--- src/rtl/apb_master_bridge.sv ---
// -----------------------------------------------------------------------------
// apb_master_bridge
//
// Initiator end of the SoC peripheral APB bus. Converts a req/gnt/rvalid
// load-store port into APB SETUP/ACCESS transfers. Partial writes are
// rejected without touching the bus. An ACCESS-phase timeout keeps a hung
// slave from stalling the core.
//
// Ports
//   clk_i, rst_ni          clock, synchronous active-low reset
//   req_i/addr_i/we_i/     core-side request; gnt_o accepts it (IDLE only)
//   wdata_i/be_i/gnt_o
//   rvalid_o/rdata_o/      one-cycle response with read data and error flag
//   err_o
//   paddr_o/pwdata_o/      APB master outputs
//   pwrite_o/psel_o/
//   penable_o
//   prdata_i/pready_i/     APB slave response
//   pslverr_i
//
// States
//   IDLE   | waiting for a request; gnt_o follows req_i
//   SETUP  | APB setup phase (psel=1, penable=0)
//   ACCESS | APB access phase, waiting for pready or timeout
//   RESP   | rvalid_o pulse with captured rdata/err
// -----------------------------------------------------------------------------
module apb_master_bridge #(
    parameter int unsigned APB_ADDR_WIDTH = 32,
    parameter int unsigned APB_DATA_WIDTH = 32,
    parameter int unsigned TIMEOUT_CYCLES = 256
) (
    input  logic                        clk_i,
    input  logic                        rst_ni,
    input  logic                        req_i,
    input  logic [APB_ADDR_WIDTH-1:0]   addr_i,
    input  logic                        we_i,
    input  logic [APB_DATA_WIDTH-1:0]   wdata_i,
    input  logic [APB_DATA_WIDTH/8-1:0] be_i,
    output logic                        gnt_o,
    output logic                        rvalid_o,
    output logic [APB_DATA_WIDTH-1:0]   rdata_o,
    output logic                        err_o,
    output logic [APB_ADDR_WIDTH-1:0]   paddr_o,
    output logic [APB_DATA_WIDTH-1:0]   pwdata_o,
    output logic                        pwrite_o,
    output logic                        psel_o,
    output logic                        penable_o,
    input  logic [APB_DATA_WIDTH-1:0]   prdata_i,
    input  logic                        pready_i,
    input  logic                        pslverr_i
);

    localparam int unsigned CNT_W = (TIMEOUT_CYCLES > 1) ? $clog2(TIMEOUT_CYCLES) : 1;
    localparam logic [CNT_W-1:0] CNT_LAST = (TIMEOUT_CYCLES > 1) ? CNT_W'(TIMEOUT_CYCLES - 1) : '0;
    localparam bit TIMEOUT_EN = (TIMEOUT_CYCLES != 0);

    typedef enum logic [1:0] {
        IDLE   = 2'd0,
        SETUP  = 2'd1,
        ACCESS = 2'd2,
        RESP   = 2'd3
    } state_e;

    state_e                      state_q, state_d;
    logic [APB_ADDR_WIDTH-1:0]   addr_q, addr_d;
    logic                        we_q, we_d;
    logic [APB_DATA_WIDTH-1:0]   wdata_q, wdata_d;
    logic [APB_DATA_WIDTH-1:0]   rdata_q, rdata_d;
    logic                        err_q, err_d;
    logic [CNT_W-1:0]            cnt_q, cnt_d;

    logic bus_active;
    logic timeout_hit;

    assign bus_active  = (state_q == SETUP) || (state_q == ACCESS);
    assign timeout_hit = TIMEOUT_EN && (cnt_q == CNT_LAST);

    always_ff @(posedge clk_i) begin
        if (!rst_ni) begin
            state_q <= IDLE;
            addr_q  <= '0;
            we_q    <= 1'b0;
            wdata_q <= '0;
            rdata_q <= '0;
            err_q   <= 1'b0;
            cnt_q   <= '0;
        end else begin
            state_q <= state_d;
            addr_q  <= addr_d;
            we_q    <= we_d;
            wdata_q <= wdata_d;
            rdata_q <= rdata_d;
            err_q   <= err_d;
            cnt_q   <= cnt_d;
        end
    end

    always_comb begin
        state_d = state_q;
        addr_d  = addr_q;
        we_d    = we_q;
        wdata_d = wdata_q;
        rdata_d = rdata_q;
        err_d   = err_q;
        cnt_d   = '0;

        unique case (state_q)
            IDLE: begin
                if (req_i) begin
                    addr_d  = addr_i;
                    we_d    = we_i;
                    wdata_d = wdata_i;
                    // Sub-word writes are refused without a bus cycle.
                    if (we_i && (be_i != '1)) begin
                        state_d = RESP;
                        rdata_d = '0;
                        err_d   = 1'b1;
                    end else begin
                        state_d = SETUP;
                    end
                end
            end
            SETUP: begin
                state_d = ACCESS;
            end
            ACCESS: begin
                // A completing slave takes priority over the timeout.
                if (pready_i) begin
                    state_d = RESP;
                    rdata_d = we_q ? '0 : prdata_i;
                    err_d   = pslverr_i;
                end else if (timeout_hit) begin
                    state_d = RESP;
                    rdata_d = '0;
                    err_d   = 1'b1;
                end else begin
                    cnt_d = cnt_q + 1'b1;
                end
            end
            RESP: begin
                state_d = IDLE;
            end
            default: begin
                state_d = IDLE;
            end
        endcase
    end

    assign gnt_o     = (state_q == IDLE) && req_i;
    assign rvalid_o  = (state_q == RESP);
    assign rdata_o   = (state_q == RESP) ? rdata_q : '0;
    assign err_o     = (state_q == RESP) && err_q;

    assign psel_o    = bus_active;
    assign penable_o = (state_q == ACCESS);
    assign paddr_o   = bus_active ? {addr_q[APB_ADDR_WIDTH-1:2], 2'b00} : '0;
    assign pwrite_o  = bus_active && we_q;
    assign pwdata_o  = (bus_active && we_q) ? wdata_q : '0;

endmodule

--- config.mk ---
export PLATFORM = sky130hd
export DESIGN_NAME = apb_master_bridge
export DESIGN_NICKNAME = d
export VERILOG_FILES = /design/src/rtl/apb_master_bridge.sv
export SDC_FILE = /design/constraint.sdc
export NUM_CORES = 1
export LEC_CHECK = 0
export ABC_CLOCK_PERIOD_IN_PS = 2200
export BUFFER_PORTS_ARGS = -buffer_cell sky130_fd_sc_hd__buf_2
export CAP_MARGIN = 10
export CORE_ASPECT_RATIO = 1.75
export CORE_UTILIZATION = 32
export DETAILED_ROUTE_END_ITERATION = 16
export PLACE_DENSITY = 0.55
export SLEW_MARGIN = 20
export SYNTH_ARGS = -nofsm -noshare
export SYNTH_HDL_FRONTEND = slang
export SYNTH_SLANG_ARGS = --single-unit
--- constraint.sdc ---
create_clock -name clk_i -period 2.2 [get_ports clk_i]
set_input_delay 0.22 -clock clk_i [delete_from_list [all_inputs] [get_ports clk_i]]
set_output_delay 0.22 -clock clk_i [all_outputs]
set_load 0.01 [all_outputs]
# Word-level counts from Yosys, hierarchy flattened
# Index checks and enable logic that the tools add are counted.
[classes] bitwise=2 n_eq_ne=8 n_reduce_logical=11 n_mux=19 addsub=1
[ops] operator="$mux 32" count=8
[ops] operator="$pmux 32 s2" count=1
[ops] operator="$add 8x1->8 const B" count=1
[ops] operator="$eq 8x8->1 const B" count=1
[ops] operator="$mux 2" count=4
[ops] operator="$pmux 2 s4" count=1
[ops] operator="$eq 2x2->1 const B" count=2
[ops] operator="$logic_and 1x1->1" count=4
[ops] operator="$mux 1" count=4
[ops] operator="$ne 2x2->1 const B" count=2
[ops] operator="$ne 4x4->1 const B" count=1
[ops] operator="$reduce_and 2->1" count=2
[ops] operator="$reduce_and 4->1" count=1
[ops] operator="$reduce_or 4->1" count=1
[ops] operator="$ne 3x1->1 const B" count=1
[ops] operator="$eq 2x1->1 const B" count=1
[ops] operator="$logic_not 2->1" count=1
[ops] operator="$not 1->1" count=2
[ops] operator="$pmux 1 s2" count=1
[ops] operator="$reduce_bool 2->1" count=1
[ops] operator="$logic_or 1x1->1" count=1
[totals] word_cells=48 ff_bits=108

# Logic depth before layout (Yosys ltp)
[depth] word_depth=5 ltp_mapped=8 mapped_depth_nobuf=7

# Worst setup path before layout
# No wires, ideal clock.
[synth_timing] path_type="flip-flop to flip-flop" startpoint="register state_q[0]" endpoint="register rdata_q[10]" n_path_buf=1 setup_ns=0.117 t_required_ns=2.083 path_slack_ns=0.515 period_less_slack_ns=1.685 path_stages_with_launch=8 arrival_ns=1.568 path_cell_list="dfxtp_1 > inv_1 > ha_1 > nand3b_1 > a31o_4 > a21bo_4 > buf_6 > a22o_1"
[synth_via] elab_chain_len=3 elab_cells_between_ends=8
[synth_rtl] item="start, declared" line_no="64" rtl="state_e state_q, state_d;"
[synth_rtl] item="start signal, assigned" line_no="88" rtl="state_q <= state_d;"
[synth_rtl] item="$eq 2x2->1 *"
[synth_rtl] item="named net penable_o" line_no="47" rtl="output logic penable_o,"
[synth_rtl] item="$ne 3x1->1 (no line) / $reduce_bool 2->1 (equally long branches)"
[synth_rtl] item="$reduce_and 4->1 (no line)"
[synth_rtl] item="end signal, assigned" line_no="92" rtl="rdata_q <= rdata_d;"
[synth_rtl] item="end, declared" line_no="68" rtl="logic [APB_DATA_WIDTH-1:0] rdata_q, rdata_d;"
# Mark *: on every way through the listed nets, which the timed path passes. The rest lies on a longest branch.
# A chain may end at the register's enable or synchronous reset.

# Final worst setup path
[layout_timing] startpoint="register state_q[1]" endpoint="output pwdata_o[4]"
[layout_via] elab_chain_len=4 elab_cells_between_ends=5
[layout_rtl] item="$eq 2x1->1 / $eq 2x2->1 (equally long branches)" line_no="75" rtl="assign bus_active = (state_q == SETUP) || (state_q == ACCESS);"
[layout_rtl] item="$logic_or 1x1->1 *" line_no="75"
[layout_rtl] item="$logic_and 1x1->1 *" line_no="158" rtl="assign pwdata_o = (bus_active && we_q) ? wdata_q : '0;"
[layout_rtl] item="$mux 32 *" line_no="158"
[layout_rtl] item="end, declared" line_no="44" rtl="output logic [APB_DATA_WIDTH-1:0] pwdata_o,"
# Every way passes the cells marked *; elsewhere a longest branch is shown, timed or not.

==> results.py <==
metrics = {
    "synth": {
        "synth-simple-area-share_pct": 26.4,
        "synthXorXnorAreaFrac_pct": 1.16,
        "synthMuxAreaShare_pct": 0,
        "netlist_area_um2": 4530,
        "synth_edf_count": 0,
        "ys_ff_latch": 106,
        "synthAdderAreaFrac_pct": 1.38,
        "async_flop_share_pct": 0,
        "ys_warn_count": 0,
        "synth_compound_area_share_pct": 19.0,
        "avgSynthCellArea_um2": 8.77,
        "synth.distinct_cells": 32,
        "synth_top_family_by_area": "simple AND/OR/NAND/NOR gates",
        "ys_seq_area_share_pct": 46.9,
        "netlist_instances": 516,
        "synth_ff_type": "dfxtp_1",
    },
    "grt": {
        "grt_use_total_pct": 17.2,
        "grt_pass1_wl_um": 20300,
        "grt_overflow": 0,
        "grt_max_degree": 67,
        "first_global_vias": 4208,
        "antenna_found_initial": 1,
    },
    "layout": {
        "drive_gt1_share_pct": 33.1,
        "design_area_um2": 5960,
        "diodes": 0,
        "nNetsFinal": 811,
        "area_delta_synth_final_pct": 31.8,
    },
    "pwr": {
        "powerDensity_nw_per_um2": 999,
        "internal-power_mw": 3.86,
        "ir_drop_mv": 0.645,
        "power_frac_comb_pct": 32.2,
        "clockPowerShare_pct": 28.4,
        "p_seq_share_pct": 39.4,
        "p_leak_nw": 2.97,
        "p_sw_mw": 2.09,
        "switching_share_pct": 35.2,
    },
    "setup_path": {
        "endpoint_kind": "output pin",
        "start_kind": "flip-flop",
        "crit_fanout": 46,
        "endpoint": "pwdata_o[4]",
        "crit_chain": "inv_1, ha_1, buf_6, and3_1, buf_2",
        "ff2ff_path_depth": 7,
        "cp_data_arrival_time_ns": 1.76,
        "critPathMaxStageDelay_ns": 0.35,
        "crit_required_ns": 1.98,
        "reg2reg_from": "state_q[0]",
        "crit_path_start": "state_q[1]",
        "cp_slowest_cell": "dfxtp_1",
        "timing.rr.end": "rdata_q[4]",
        "r2r_setup_slack_ns": 0.23,
        "critPathKind": "flip-flop to output pin",
    },
    "clock_network": {
        "cts_sinks": 106,
        "ctsHoldBuffers": 0,
        "cts_made_buffers": 9,
        "path_clk_slew_ns": 0.07,
        "cts_resized": 0,
        "clk_latency_ns": 0.34,
        "postCtsSetupBuffers": 0,
        "cts_tree": "done",
        "htree_levels": 3,
        "cts.path.max_buffers": 2,
        "cts_root_buf": "clkbuf_16",
    },
    "timing": {
        "hold_ws_ns": 0.0846,
        "hold_viol": 0,
        "fin_worst_skew_ns": 0.00750,
        "setup_tns_ns": 0,
        "setup_viol": 0,
        "period_share_pct": 89.9,
        "min_period_ns": 1.98,
        "tightest_slew_ns": 0.681,
        "maxSlewViolCount": 0,
        "max_freq_mhz": 505,
        "rsz0062_at_grt": "no",
        "relSlewSlack_pct": 54.6,
    },
    "drt": {
        "viasPerCell": 4.73,
        "vias": 4163,
        "drtIter0Drc": 121,
        "firstDrtPassIters": 5,
        "drc": 0,
        "antenna_left": 0,
        "wl_per_cell_um": 13.9,
        "finalWirelength_um": 12300,
    },
    "min_path": {
        "hold_path_class": "input port to flip-flop",
    },
    "floorplan": {
        "die_h_um": 159,
        "core_um2": 13800,
        "initial_core_util_pct": 32.7,
        "die-width_um": 91.9,
        "die-area_um2": 14600,
        "io_pins": 208,
        "placementRows": 57,
    },
    "placement": {
        "dp_hpwl_um": 8330,
        "place.gp.congestion": 0.738,
        "portBuffers": 203,
        "placed_cell_area_um2": 5650,
    },
    "job": {
        "cap_viol_max_count": 0,
    },
    "outcome": {
        "status": "complete, no violations",
    },
}
==> worst min-delay path by stage <==
stage	from	to	cells after the start
after detailed placement	cnt_q[0]	cnt_q[0]	1
after floorplan	prdata_i[10]	rdata_q[10]	1
after global routing	prdata_i[14]	rdata_q[14]	2
after CTS	prdata_i[1]	rdata_q[1]	2
final	prdata_i[12]	rdata_q[12]	2
after global placement	cnt_q[0]	cnt_q[0]	1
==> state kept, by name (all words and copies together), names as in the netlist <==
| name | cells |
|---|---|
| rdata_q | 32 |
| wdata_q | 32 |
| addr_q | 30 |
| cnt_q | 8 |
| state_q | 2 |
| err_q | 1 |
| we_q | 1 |
==> cell usage in the layout (no fill, tap or decap), types with 3 or more instances in the layout <==
cell type  count
a21boi_1      63
a22o_1        32
and2_1        64
and3_1        33
buf_2        203
buf_4          7
buf_6          3
clkbuf_16      9
dfxtp_1      106
ha_1           5
inv_1          6
nand2_1      126
nand3_1        4
nor2_1        10
xnor2_1        3
xor2_1         3
==> logic make-up (layout without fill, tap and decap cells) <==
| group | after synthesis | count (layout) |
|---|---|---|
| other cells | 1 | 2 |
| flops | 106 | 106 |
| xor+xnor | 6 | 6 |
| fa+ha+maj | 5 | 5 |
| buf+inv | 48 | 234 |
| simple gates | 244 | 244 |
| compound gates | 106 | 106 |
==> synthesized netlist by cell type, types with 2 or more instances <==
library cell / number / area (um2)
a22o_1: 32 / 280
ha_1: 5 / 62.6
and2_1: 64 / 400
buf_6: 3 / 33.8
a32oi_1: 2 / 17.5
nor2_1: 10 / 37.5
buf_4: 5 / 37.5
dfxtp_1: 106 / 2120
o311a_1: 2 / 20.0
a21boi_1: 63 / 473
clkbuf_1: 26 / 97.6
inv_1: 6 / 22.5
o21ai_0: 2 / 10.0
nand2_1: 127 / 477
nand3_1: 4 / 20.0
xor2_1: 3 / 26.3
buf_2: 7 / 35.0
and3_1: 33 / 206
xnor2_1: 3 / 26.3
==> power by group through the flow <==
stage	Sequential [mW]	Combinational (mW)	Clock, mW
floorplan	2.35	1.31	0
global placement	2.38	1.88	0
detailed placement	2.39	1.93	0
CTS	2.35	1.94	1.74
global route	2.39	2.17	1.84
finish	2.35	1.91	1.69
==> stage by stage <==
step | instances | setup slack [ns] | util (%) | total power, mW
floorplan | 517 | 0.515 | - | 3.66
global placement | 865 | -0.0266 | 40.8 | 4.26
detailed placement | 866 | 0.232 | 40.8 | 4.33
CTS | 880 | 0.0382 | 43.1 | 6.03
global route | 880 | 0.0783 | 43.1 | 6.40
finish | 880 | 0.221 | 43.1 | 5.96
==> metal layers <==
| layer | vias to the layer above | wire (um) | global-route usage [%] |
|---|---|---|---|
| met4 | 2 | 199 | 5.33 |
| met5 | - | 13 | 0 |
| met2 | 153 | 5990 | 29.5 |
| li1 | 2075 | - | - |
| met1 | 1917 | 5170 | 20.2 |
| met3 | 16 | 907 | 5.40 |
==> cell type report <==
type	count	area, um2
inverter	7	26.3
timing repair buffer	213	1100
clock inverter	4	77.6
tap	177	221
sequential	106	2120
fill	1437	7870
clock buffer	10	229
multi-input combinational	363	2190
==> worst max-delay path: cells and delay by family, from the launching register on <==
kind                     cells  cell delay, ns
AND/OR/NAND/NOR              1            0.21
flip-flops                   1            0.35
buffers and inverters        3            0.51
adder cells (fa/ha/maj)      1            0.33
(Power assumes the default switching activity.)
